### config.mk
export PLATFORM = sky130hd
export DESIGN_NAME = alu_sequencer
export DESIGN_NICKNAME = d
export VERILOG_FILES = /design/src/rtl/alu_seq_pkg.sv /design/src/rtl/addsub16_core.sv /design/src/rtl/alu_sequencer.sv
export SDC_FILE = /design/constraint.sdc
export NUM_CORES = 1
export LEC_CHECK = 0
export ABC_CLOCK_PERIOD_IN_PS = 12200
export CAP_MARGIN = 15
export CELL_PAD_IN_SITES_DETAIL_PLACEMENT = 0
export CELL_PAD_IN_SITES_GLOBAL_PLACEMENT = 2
export CORE_MARGIN = 2
export CORE_UTILIZATION = 39
export DETAILED_ROUTE_END_ITERATION = 16
export GPL_TIMING_DRIVEN = 0
export PLACE_DENSITY_LB_ADDON = 0.12
export RECOVER_POWER = 50
export SLEW_MARGIN = 10
export SYNTH_ARGS = -nofsm -noshare
export SYNTH_HDL_FRONTEND = slang
export SYNTH_SLANG_ARGS = --single-unit
### constraint.sdc
create_clock -name clk -period 12.2 [get_ports clk]
set_input_delay 2.44 -clock clk [delete_from_list [all_inputs] [get_ports clk]]
set_output_delay 2.44 -clock clk [all_outputs]
set_load 0.02 [all_outputs]
### src/rtl/alu_seq_pkg.sv
// alu_seq_pkg: shared definitions for the ALU sequencer.
//   - DEF_WIDTH / DEF_MUL_W : default datapath and multiplier operand widths
//   - OP_* : operation select codes driven on the op input
//   - state_t : sequencer FSM state encoding
package alu_seq_pkg;

  localparam int DEF_WIDTH = 16;
  localparam int DEF_MUL_W = DEF_WIDTH / 2;

  localparam logic [1:0] OP_ADD = 2'b00;
  localparam logic [1:0] OP_SUB = 2'b01;
  localparam logic [1:0] OP_B2A = 2'b10;
  localparam logic [1:0] OP_MUL = 2'b11;

  typedef enum logic [2:0] {
    ST_IDLE  = 3'd0,
    ST_PASS1 = 3'd1,
    ST_PASS2 = 3'd2,
    ST_MUL   = 3'd3,
    ST_DONE  = 3'd4
  } state_t;

endpackage

### src/rtl/addsub16_core.sv
// addsub16_core: combinational ripple-carry adder-subtractor.
//   S = X + (Y ^ {WIDTH{sub}}) + sub, C = carry out of the top bit.
// Ports:
//   X, Y : operands (WIDTH)
//   sub  : 1 selects subtract (inverts Y and feeds carry-in)
//   S    : sum (WIDTH)
//   C    : carry out; for subtract this is the no-borrow flag
module addsub16_core #(
  parameter int WIDTH = 16
) (
  input  logic [WIDTH-1:0] X,
  input  logic [WIDTH-1:0] Y,
  input  logic             sub,
  output logic [WIDTH-1:0] S,
  output logic             C
);

  logic [WIDTH-1:0] yx;

  assign yx = Y ^ {WIDTH{sub}};

  // Carry is kept in a procedural variable so the chain of full-adder
  // cells does not form a self-referencing vector.
  always_comb begin
    logic carry;
    carry = sub;
    S     = '0;
    for (int i = 0; i < WIDTH; i++) begin
      S[i]  = X[i] ^ yx[i] ^ carry;
      carry = (X[i] & yx[i]) | (carry & (X[i] ^ yx[i]));
    end
    C = carry;
  end

endmodule

### src/rtl/alu_sequencer.sv
// alu_sequencer: multi-cycle controller sharing one adder-subtractor core
// between ADD, SUB, B-2A (two passes) and an 8-iteration shift-add MUL.
// Ports:
//   clk, rst_n   : clock, asynchronous active-low reset
//   start        : request strobe, honoured only in IDLE or DONE
//   op, A, B     : operation and operands, latched on an accepted start
//   busy         : high in PASS1 / PASS2 / MUL
//   done         : one-cycle pulse while in DONE
//   Out, Cout    : registered result and carry / no-borrow flag
//   dbg_state    : current FSM state
// Handshake: a request is taken at a rising edge where start=1 and the
// FSM is in IDLE or DONE; start is ignored otherwise. done=1 marks the
// single cycle in which a new Out/Cout first appears; both then hold
// until the next completion.
module alu_sequencer
  import alu_seq_pkg::*;
#(
  parameter int WIDTH = DEF_WIDTH,
  parameter int MUL_W = WIDTH / 2
) (
  input  logic             clk,
  input  logic             rst_n,
  input  logic             start,
  input  logic [1:0]       op,
  input  logic [WIDTH-1:0] A,
  input  logic [WIDTH-1:0] B,
  output logic             busy,
  output logic             done,
  output logic [WIDTH-1:0] Out,
  output logic             Cout,
  output logic [2:0]       dbg_state
);

  localparam int CNT_W = (MUL_W > 1) ? $clog2(MUL_W) : 1;

  state_t             state_q, state_d;
  logic [1:0]         op_q;
  logic [WIDTH-1:0]   a_q, b_q, t_q, acc_q, mcand_q;
  logic [MUL_W-1:0]   mplier_q;
  logic [CNT_W-1:0]   cnt_q;
  logic               c1_q;
  logic [WIDTH-1:0]   out_q;
  logic               cout_q;

  logic [WIDTH-1:0]   core_x, core_y, core_s;
  logic               core_sub, core_c;
  logic               accept, mul_last;

  addsub16_core #(.WIDTH(WIDTH)) u_core (
    .X   (core_x),
    .Y   (core_y),
    .sub (core_sub),
    .S   (core_s),
    .C   (core_c)
  );

  assign accept   = start && (state_q == ST_IDLE || state_q == ST_DONE);
  assign mul_last = (cnt_q == CNT_W'(MUL_W - 1));

  // Operand mux for the shared core.
  always_comb begin
    core_x   = '0;
    core_y   = '0;
    core_sub = 1'b0;
    case (state_q)
      ST_PASS1: begin
        if (op_q == OP_B2A) begin
          core_x   = b_q;
          core_y   = a_q;
          core_sub = 1'b1;
        end else begin
          core_x   = a_q;
          core_y   = b_q;
          core_sub = (op_q == OP_SUB);
        end
      end
      ST_PASS2: begin
        core_x   = t_q;
        core_y   = a_q;
        core_sub = 1'b1;
      end
      ST_MUL: begin
        core_x = acc_q;
        core_y = mplier_q[0] ? mcand_q : '0;
      end
      default: ;
    endcase
  end

  // Next state and status outputs.
  always_comb begin
    state_d = state_q;
    busy    = 1'b0;
    done    = 1'b0;
    case (state_q)
      ST_IDLE: begin
        if (start) state_d = (op == OP_MUL) ? ST_MUL : ST_PASS1;
      end
      ST_PASS1: begin
        busy    = 1'b1;
        state_d = (op_q == OP_B2A) ? ST_PASS2 : ST_DONE;
      end
      ST_PASS2: begin
        busy    = 1'b1;
        state_d = ST_DONE;
      end
      ST_MUL: begin
        busy    = 1'b1;
        state_d = mul_last ? ST_DONE : ST_MUL;
      end
      ST_DONE: begin
        done    = 1'b1;
        state_d = start ? ((op == OP_MUL) ? ST_MUL : ST_PASS1) : ST_IDLE;
      end
      default: state_d = ST_IDLE;
    endcase
  end

  always_ff @(posedge clk or negedge rst_n) begin
    if (!rst_n) begin
      state_q <= ST_IDLE;
    end else begin
      state_q <= state_d;
    end
  end

  always_ff @(posedge clk or negedge rst_n) begin
    if (!rst_n) begin
      op_q     <= OP_ADD;
      a_q      <= '0;
      b_q      <= '0;
      t_q      <= '0;
      c1_q     <= 1'b0;
      acc_q    <= '0;
      mcand_q  <= '0;
      mplier_q <= '0;
      cnt_q    <= '0;
      out_q    <= '0;
      cout_q   <= 1'b0;
    end else begin
      if (accept) begin
        op_q     <= op;
        a_q      <= A;
        b_q      <= B;
        acc_q    <= '0;
        cnt_q    <= '0;
        mcand_q  <= {{(WIDTH-MUL_W){1'b0}}, A[MUL_W-1:0]};
        mplier_q <= B[MUL_W-1:0];
      end
      case (state_q)
        ST_PASS1: begin
          if (op_q == OP_B2A) begin
            t_q  <= core_s;
            c1_q <= core_c;
          end else begin
            out_q  <= core_s;
            cout_q <= core_c;
          end
        end
        ST_PASS2: begin
          out_q  <= core_s;
          cout_q <= c1_q & core_c;
        end
        ST_MUL: begin
          acc_q    <= core_s;
          mcand_q  <= mcand_q << 1;
          mplier_q <= mplier_q >> 1;
          cnt_q    <= cnt_q + CNT_W'(1);
          if (mul_last) begin
            out_q  <= core_s;
            cout_q <= 1'b0;
          end
        end
        default: ;
      endcase
    end
  end

  assign Out       = out_q;
  assign Cout      = cout_q;
  assign dbg_state = state_q;

endmodule

==> results.md, run 1 <==
## Clock network
- postcts setup bufs: 0
- clock tree root buffer cell: clkbuf_16
- Resized Gates After CTS: 0
- total of hold buffers inserted after clock tree synthesis: 0
- CTS tree: built
- Skew-Pair Late Insertion Delay: 420 ps
- maximum count of clock buffers along a single path: 2
- sinks on the clock net: 114
- clock transition at the registers of the reported paths: 60 ps
- H-tree levels: 4
- number of clock buffers inserted by TritonCTS: 17

## Power
- switching share of power: 0.407
- power dissipated by switching net loads: 0.879 mW
- power density relative to cell area: 311 mW/mm^2
- internal power summed over all cells: 1.28 mW
- leak pwr: 3.05 nW
- Gate power share: 0.450
- sequential cell fraction of total power: 0.303
- Clock Power Share: 0.247
- peak supply drop: 117 uV

## Yosys
- EDFF count, synth: 0
- sequential element share of the synthesized area: 0.517
- library cells used by synthesis: 40
- number of synthesized register bits: 114
- post-synthesis cell area: 0.00551 mm^2
- area leader, netlist: dfrtp_1
- async set or reset register ratio after synthesis: 1.00
- predominant post-synthesis flop cell: dfrtp_1
- Warnings, synthesis: 0
- fraction of synthesized cell area taken by the top area cell type: 0.517
- syn nets: 598
- mean instance size in the synthesized netlist: 10.2 um^2
- synthesized instance count: 543
- biggest area contributors in the synthesized netlist: dfrtp_1 (52%), nand2_1 (11%), a222oi_1 (5.4%)

## STA
- fmax: 102 MHz
- RSZ-0062 raised after global routing: false
- final count of hold timing violations: 0
- post-route fraction of the period consumed by the critical path: 0.804
- worst hold margin: 472 ps
- worst-case headroom to the max-slew limit: -1.37
- setup clock skew after layout: 7.55 ps
- final period demand of the worst path: 9810 ps
- measured slew at the worst slew-check pin: 3560 ps
- Final setup viols: 0
- setup TNS: 0 ps
- Final Max Slew Viols: 117

## Route
- WL per Instance: 17.8 um
- number of iterations in the first detailed-routing pass: 8
- number of DRC violations after detailed-routing iteration 0: 381
- Routed Antenna Nets: 0
- Via density: 5.34
- vias after detailed routing: 4347
- Detailed Route WL: 14500 um
- remaining design rule violation count: 0

## Finish
- most common cell after layout, fill and taps aside: nand2_1
- Design Area, Final: 0.00696 mm^2
- fin nets: 676
- final core area utilization: 0.503
- layout overhead on the synthesized area: 26.2%
- fraction of layout instances using a drive strength above 1: 0.0994
- count of inserted antenna diode cells: 0
- non-filler instance count after layout: 814
- most frequent cells in the layout: nand2_1 (163), dfrtp_1 (114), clkdlybuf4s50_1 (56), o21ai_0 (46), clkbuf_1 (34)

## Worst setup path
- most frequent CP cell: fa_1
- crit-path cells: clkbuf_1, nand2b_1, nor3b_1, clkbuf_1, a222oi_1, fa_1, fa_1, fa_1, fa_1, fa_1, fa_1, fa_1, fa_1, fa_1, fa_1, fa_1, fa_1, inv_1, fa_1, inv_1, fa_1, fa_1, o31ai_1
- Reg2Reg Depth: 23
- top fanout value on the critical path: 10
- Setup CP Type: reg2reg
- worst flop-to-flop path startpoint: dbg_state[2]$_DFFE_PN0P_
- data arrival at the endpoint of the critical path: 10120 ps
- kind of launch point of the worst setup path: register
- Slowest cell on crit path: nor3b_1
- Required @ worst endpoint: 12520 ps
- reg2reg end: Out[15]$_DFFE_PN0P_
- minimum setup slack among reg-to-reg paths: 2390 ps
- Critical Path Sink Type: register
- peak per-stage delay on the critical path: 1050 ps

## Place
- total placed instance area: 0.00635 mm^2
- cell count after placement: 782
- routability congestion estimate from global placement: 0.806
- dpl hpwl: 10900 um
- input/output buffers: 58

## Min path
- Worst Hold Launch: mplier_q[2]$_DFFE_PN0P_
- hold endpoint: mplier_q[2]$_DFFE_PN0P_
- Hold Crit Class: reg2reg
- Hold Path Stages: 2

## Global routing
- via count of the first global-routing pass: 4269
- first-pass GRT wire length: 23600 um
- antenna violations before repair: 0
- global-route usage over all layers: 0.211
- maximum number of pins on one net before global-route repair: 69
- grt total ovfl: 0

## Run status
- violations in the final reports: max-capacitance violations, max-slew violations
- outcome: complete, but fails checks

## Die
- Die Area: 0.0151 mm^2
- Rows: 43
- count of pins on the block boundary: 59
- Die W: 123 um
- overall die height: 123 um
- Initial Util: 0.399
- Core Region: 0.0138 mm^2

## Run
- count of maximum capacitance violations: 2

registers in the layout, indices dropped and copies added, names as in the netlist:
register	count
Out	16
a_q	16
acc_q	16
b_q	16
mcand_q	16
t_q	16
mplier_q	8
cnt_q	3
dbg_state	3
op_q	2
Cout	1
c1_q	1
how the worst max path moves through the flow:
| stage | from | to |
|---|---|---|
| after global placement | dbg_state[2]$_DFFE_PN0P_ | Out[15]$_DFFE_PN0P_ |
| after floorplan | dbg_state[2]$_DFFE_PN0P_ | Out[15]$_DFFE_PN0P_ |
| final | dbg_state[2]$_DFFE_PN0P_ | Out[15]$_DFFE_PN0P_ |
| after CTS | dbg_state[2]$_DFFE_PN0P_ | Out[15]$_DFFE_PN0P_ |
| after global routing | dbg_state[2]$_DFFE_PN0P_ | Out[15]$_DFFE_PN0P_ |
| after detailed placement | dbg_state[2]$_DFFE_PN0P_ | Out[15]$_DFFE_PN0P_ |
kinds of logic (layout without fill, tap and decap cells):
kind of cell,after synthesis,after routing,synth area share
compound gates,132,132,0.171
xor+xnor,15,15,0.0238
fa+ha+maj,18,18,0.0613
buf+inv,47,138,0.0388
flops,114,114,0.517
mux,20,20,0.0402
simple gates,197,197,0.147
worst max-delay path, delay by kind of cell (launching register included):
family | cells | cell delay, ps
buffers and inverters | 4 | 940
AND/OR/NAND/NOR | 2 | 1340
flip-flops | 1 | 440
AO/OA/AOI/OAI | 2 | 450
adder cells (fa/ha/maj) | 15 | 6540
cell type report:
cell class | instances | area (um^2)
repair buffers | 59 | 578
fillers | 1309 | 6870
clock buffers | 20 | 467
plain buffers | 42 | 194
flip-flops and latches | 114 | 2850
inverters | 5 | 18.8
well taps | 180 | 225
multi-input cells | 382 | 2440
clock inverters | 12 | 180
power by group through the flow:
stage	Sequential, mW	Combinational [mW]	Clock, mW
finish	0.655	0.972	0.535
CTS	0.653	0.991	0.545
floorplan	0.651	0.630	0
detailed placement	0.658	0.987	0
global route	0.675	1.10	0.564
global placement	0.655	0.968	0
synth_stat cells (2+ instances only):
cell type and count:
ha_1 3, xor2_1 14, dfrtp_1 114, clkbuf_1 31
o31ai_1 15, buf_2 4, nor3b_2 2, a22o_1 11
a222oi_1 30, and2_1 2, a22oi_1 8, a21oi_1 8
o21ai_0 46, mux2i_1 3, nor3_1 2, fa_1 15
a31oi_1 8, nand2_1 163, nor2_1 13, nand2b_1 5
nor2b_1 2, inv_1 5, mux2_2 17, clkbuf_2 2
buf_6 3, nand3b_1 2, buf_4 2
through the flow:
| step | total power, mW | setup WS [ps] |
|---|---|---|
| 2_1_floorplan | 1.28 | 3900 |
| 3_3_place_gp | 1.62 | 3070 |
| 3_5_place_dp | 1.64 | 2930 |
| 4_1_cts | 2.19 | 2920 |
| 5_1_grt | 2.33 | 2130 |
| 6_report | 2.16 | 2390 |
per-layer routing:
metal / track usage / wire [um]
met4: 0.0690 / 165
met1: 0.306 / 7020
met5: 0 / 0
met2: 0.316 / 6530
met3: 0.0461 / 786
Power figures use the tool's default switching activity.
==> run 2, diff against run 1 <==
--- a/config.mk
+++ b/config.mk
@@ -5,12 +5,12 @@
 export SDC_FILE = /design/constraint.sdc
 export NUM_CORES = 1
 export LEC_CHECK = 0
-export ABC_CLOCK_PERIOD_IN_PS = 12200
+export ABC_CLOCK_PERIOD_IN_PS = 8250
 export CAP_MARGIN = 15
 export CELL_PAD_IN_SITES_DETAIL_PLACEMENT = 0
 export CELL_PAD_IN_SITES_GLOBAL_PLACEMENT = 2
 export CORE_MARGIN = 2
-export CORE_UTILIZATION = 39
+export CORE_UTILIZATION = 33
 export DETAILED_ROUTE_END_ITERATION = 16
 export GPL_TIMING_DRIVEN = 0
 export PLACE_DENSITY_LB_ADDON = 0.12
==> constraint.sdc (replaced) <==
create_clock -name clk -period 8.25 [get_ports clk]
set_input_delay 1.65 -clock clk [delete_from_list [all_inputs] [get_ports clk]]
set_output_delay 1.65 -clock clk [all_outputs]
set_load 0.02 [all_outputs]
==> run 2 against run 1 <==
  * The run still ends with max-capacitance violations, max-slew violations left
  * Sequential share of layout area decreased by 0.28 points
  * Combinational power grew 57%
  * Total power up 47%
  * Core utilization decreased by 7.8 points
  * Clock power rose by 27%
  * Register-to-register slack worse by 2100 ps
  * Via count decreased by 2.6%
  * Final cell count grew 4.9%
  * Sequential cell count is the same
  * Clock skew decreased by 0.80 ps
  * Maximum frequency increased by 24%
  * Critical path type unchanged
==> results.md, run 2 (synthesis gave the netlist of run 1 again) <==
## Worst setup path
- Reg2Reg Depth: 22
- most frequent CP cell: fa_2
- minimum setup slack among reg-to-reg paths: 320 ps
- peak per-stage delay on the critical path: 580 ps
- worst flop-to-flop path startpoint: op_q[1]$_DFFE_PN0P_
- start point of the critical path: op_q[1]$_DFFE_PN0P_
- Required @ worst endpoint: 8520 ps
- Slowest cell on crit path: fa_2
- data arrival at the endpoint of the critical path: 8200 ps
- Critical Path Sink Type: register
- Setup CP Type: reg2reg
- kind of launch point of the worst setup path: register
- cell type group with the largest total delay on the critical path: adder cells
- sum of buffers and inverters on the critical path: 2
- top fanout value on the critical path: 7
- crit-path cells: ha_1, or3_1, a21oi_2, xor2_1, fa_2, fa_1, fa_2, fa_2, fa_2, fa_2, fa_2, fa_2, fa_2, fa_2, fa_2, fa_1, inv_1, fa_1, inv_1, fa_2, fa_2, o21ai_0
- reg2reg end: t_q[15]$_DFFE_PN0P_

## Clock network
- clock transition at the registers of the reported paths: 60 ps
- sinks on the clock net: 114
- total of hold buffers inserted after clock tree synthesis: 0
- H-tree levels: 4
- clock tree root buffer cell: clkbuf_16
- maximum count of clock buffers along a single path: 2
- CTS tree: built
- Skew-Pair Late Insertion Delay: 410 ps
- number of clock buffers inserted by TritonCTS: 17

## Power
- peak supply drop: 182 uV
- sequential cell fraction of total power: 0.306
- switching share of power: 0.419
- power density relative to cell area: 453 mW/mm^2
- leak pwr: 3.05 nW
- power dissipated by switching net loads: 1.33 mW
- internal power summed over all cells: 1.85 mW
- Gate power share: 0.481
- Clock Power Share: 0.213

## STA
- worst hold margin: 470 ps
- final count of hold timing violations: 0
- Final Max Slew Viols: 117
- post-route fraction of the period consumed by the critical path: 0.961
- setup clock skew after layout: 6.74 ps
- fmax: 126 MHz
- Final setup viols: 0
- worst-case headroom to the max-slew limit: -1.12
- measured slew at the worst slew-check pin: 3190 ps
- final period demand of the worst path: 7930 ps

## Route
- Via density: 4.96
- number of iterations in the first detailed-routing pass: 7
- Detailed Route WL: 15200 um
- vias after detailed routing: 4235
- Routed Antenna Nets: 0
- number of DRC violations after detailed-routing iteration 0: 301
- WL per Instance: 17.8 um
- remaining design rule violation count: 0

## Finish
- layout overhead on the synthesized area: 27.1%
- fraction of layout instances using a drive strength above 1: 0.131
- count of inserted antenna diode cells: 0
- area occupied by multi-input gates: 0.00252 mm^2
- Seq. cell area: 0.00285 mm^2
- most frequent cells in the layout: nand2_1 (163), dfrtp_1 (114), clkdlybuf4s50_1 (56), o21ai_0 (46), clkbuf_1 (32)
- count of filler cells inserted in the layout: 1649
- most common cell after layout, fill and taps aside: nand2_1
- Design Area, Final: 0.00700 mm^2
- fin nets: 676

## Min path
- Worst Hold Launch: mplier_q[1]$_DFFE_PN0P_
- hold endpoint: mplier_q[1]$_DFFE_PN0P_
- Hold Path Stages: 2
- Hold Crit Class: reg2reg

## Die
- overall die height: 133 um
- Initial Util: 0.335
- Die Area: 0.0178 mm^2
- count of pins on the block boundary: 59
- Rows: 47
- Die W: 133 um
- Core Region: 0.0165 mm^2

## Global routing
- global-route usage over all layers: 0.183
- antenna violations before repair: 0
- grt total ovfl: 0
- maximum number of pins on one net before global-route repair: 61
- via count of the first global-routing pass: 4486
- first-pass GRT wire length: 25000 um

## Place
- dpl hpwl: 11500 um
- input/output buffers: 58
- routability congestion estimate from global placement: 0.786
- total placed instance area: 0.00641 mm^2

## Run
- count of maximum capacitance violations: 2

## Run status
- outcome: complete, but fails checks
- violations in the final reports: max-capacitance violations, max-slew violations

[run 2: cell types whose count changed in the layout (fill, tap and decap cells not counted), moves of 2 or more]
cell,change
bufinv_16,-3
fa_1,-12
clkinv_2,+4
clkbuf_1,-2
fa_2,+12
clkinv_4,-2
[run 2: layout make-up]
| cell class | instances | area share |
|---|---|---|
| Buffer | 41 | 0.0295 |
| Tap cell | 220 | 0.0393 |
| Multi-Input combinational cell | 382 | 0.359 |
| Timing Repair Buffer | 60 | 0.0836 |
| Sequential cell | 114 | 0.407 |
| Inverter | 5 | 0.00268 |
| Clock inverter | 10 | 0.0121 |
| Clock buffer | 22 | 0.0663 |
[run 2: worst max-delay path by stage]
stage                     slack (ps)                     to  cells past startpoint
after floorplan                   50    Out[15]$_DFFE_PN0P_                     24
after global placement          -640    Out[15]$_DFFE_PN0P_                     23
after detailed placement        -700    Out[15]$_DFFE_PN0P_                     23
after CTS                         20    Out[15]$_DFFE_PN0P_                     25
after global routing             -10  acc_q[15]$_DFFE_PN0P_                     23
final                            320    t_q[15]$_DFFE_PN0P_                     22
[run 2: power by group through the flow]
| stage | clock network [mW] | registers [mW] | logic, mW |
|---|---|---|---|
| 5_1_grt | 0.721 | 1.00 | 1.73 |
| 6_report | 0.677 | 0.971 | 1.53 |
| 3_5_place_dp | 0 | 0.977 | 1.49 |
| 2_1_floorplan | 0 | 0.962 | 0.936 |
| 3_3_place_gp | 0 | 0.971 | 1.46 |
| 4_1_cts | 0.692 | 0.971 | 1.53 |
[run 2: through the flow]
| step | worst slack (ps) | utilization | power (mW) | instances | TNS (ps) |
|---|---|---|---|---|---|
| floorplan | 52.6 | - | 1.90 | 543 | 0 |
| global placement | -638 | 0.387 | 2.43 | 821 | -3560 |
| detailed placement | -704 | 0.389 | 2.47 | 822 | -4250 |
| CTS | 22.6 | 0.426 | 3.19 | 855 | 0 |
| global route | -11.0 | 0.425 | 3.45 | 854 | -11.2 |
| finish | 319 | 0.425 | 3.17 | 854 | 0 |
[run 2: tightest hold or removal path: cells and delay by family, from the launching register on]
family | cells | cell delay (ps)
flip-flops | 1 | 340
AND/OR/NAND/NOR | 2 | 100
[run 2: routing by layer]
layer / global-route usage / share of wire / vias up
met1: 0.263 / 0.49 / 2032
met2: 0.279 / 0.45 / 115
met3: 0.0335 / 0.047 / 15
li1: - / - / 2073
met5: 0 / 0 / -
met4: 0.0638 / 0.015 / 0
[run 2: timing repair]
| item | 4_1_cts | 5_1_grt |
|---|---|---|
| pin swaps | 3 | 3 |
| setup endpoints to repair | 10 | 5 |
| setup buffers | 1 | 0 |
| gates resized for setup | 16 | 9 |
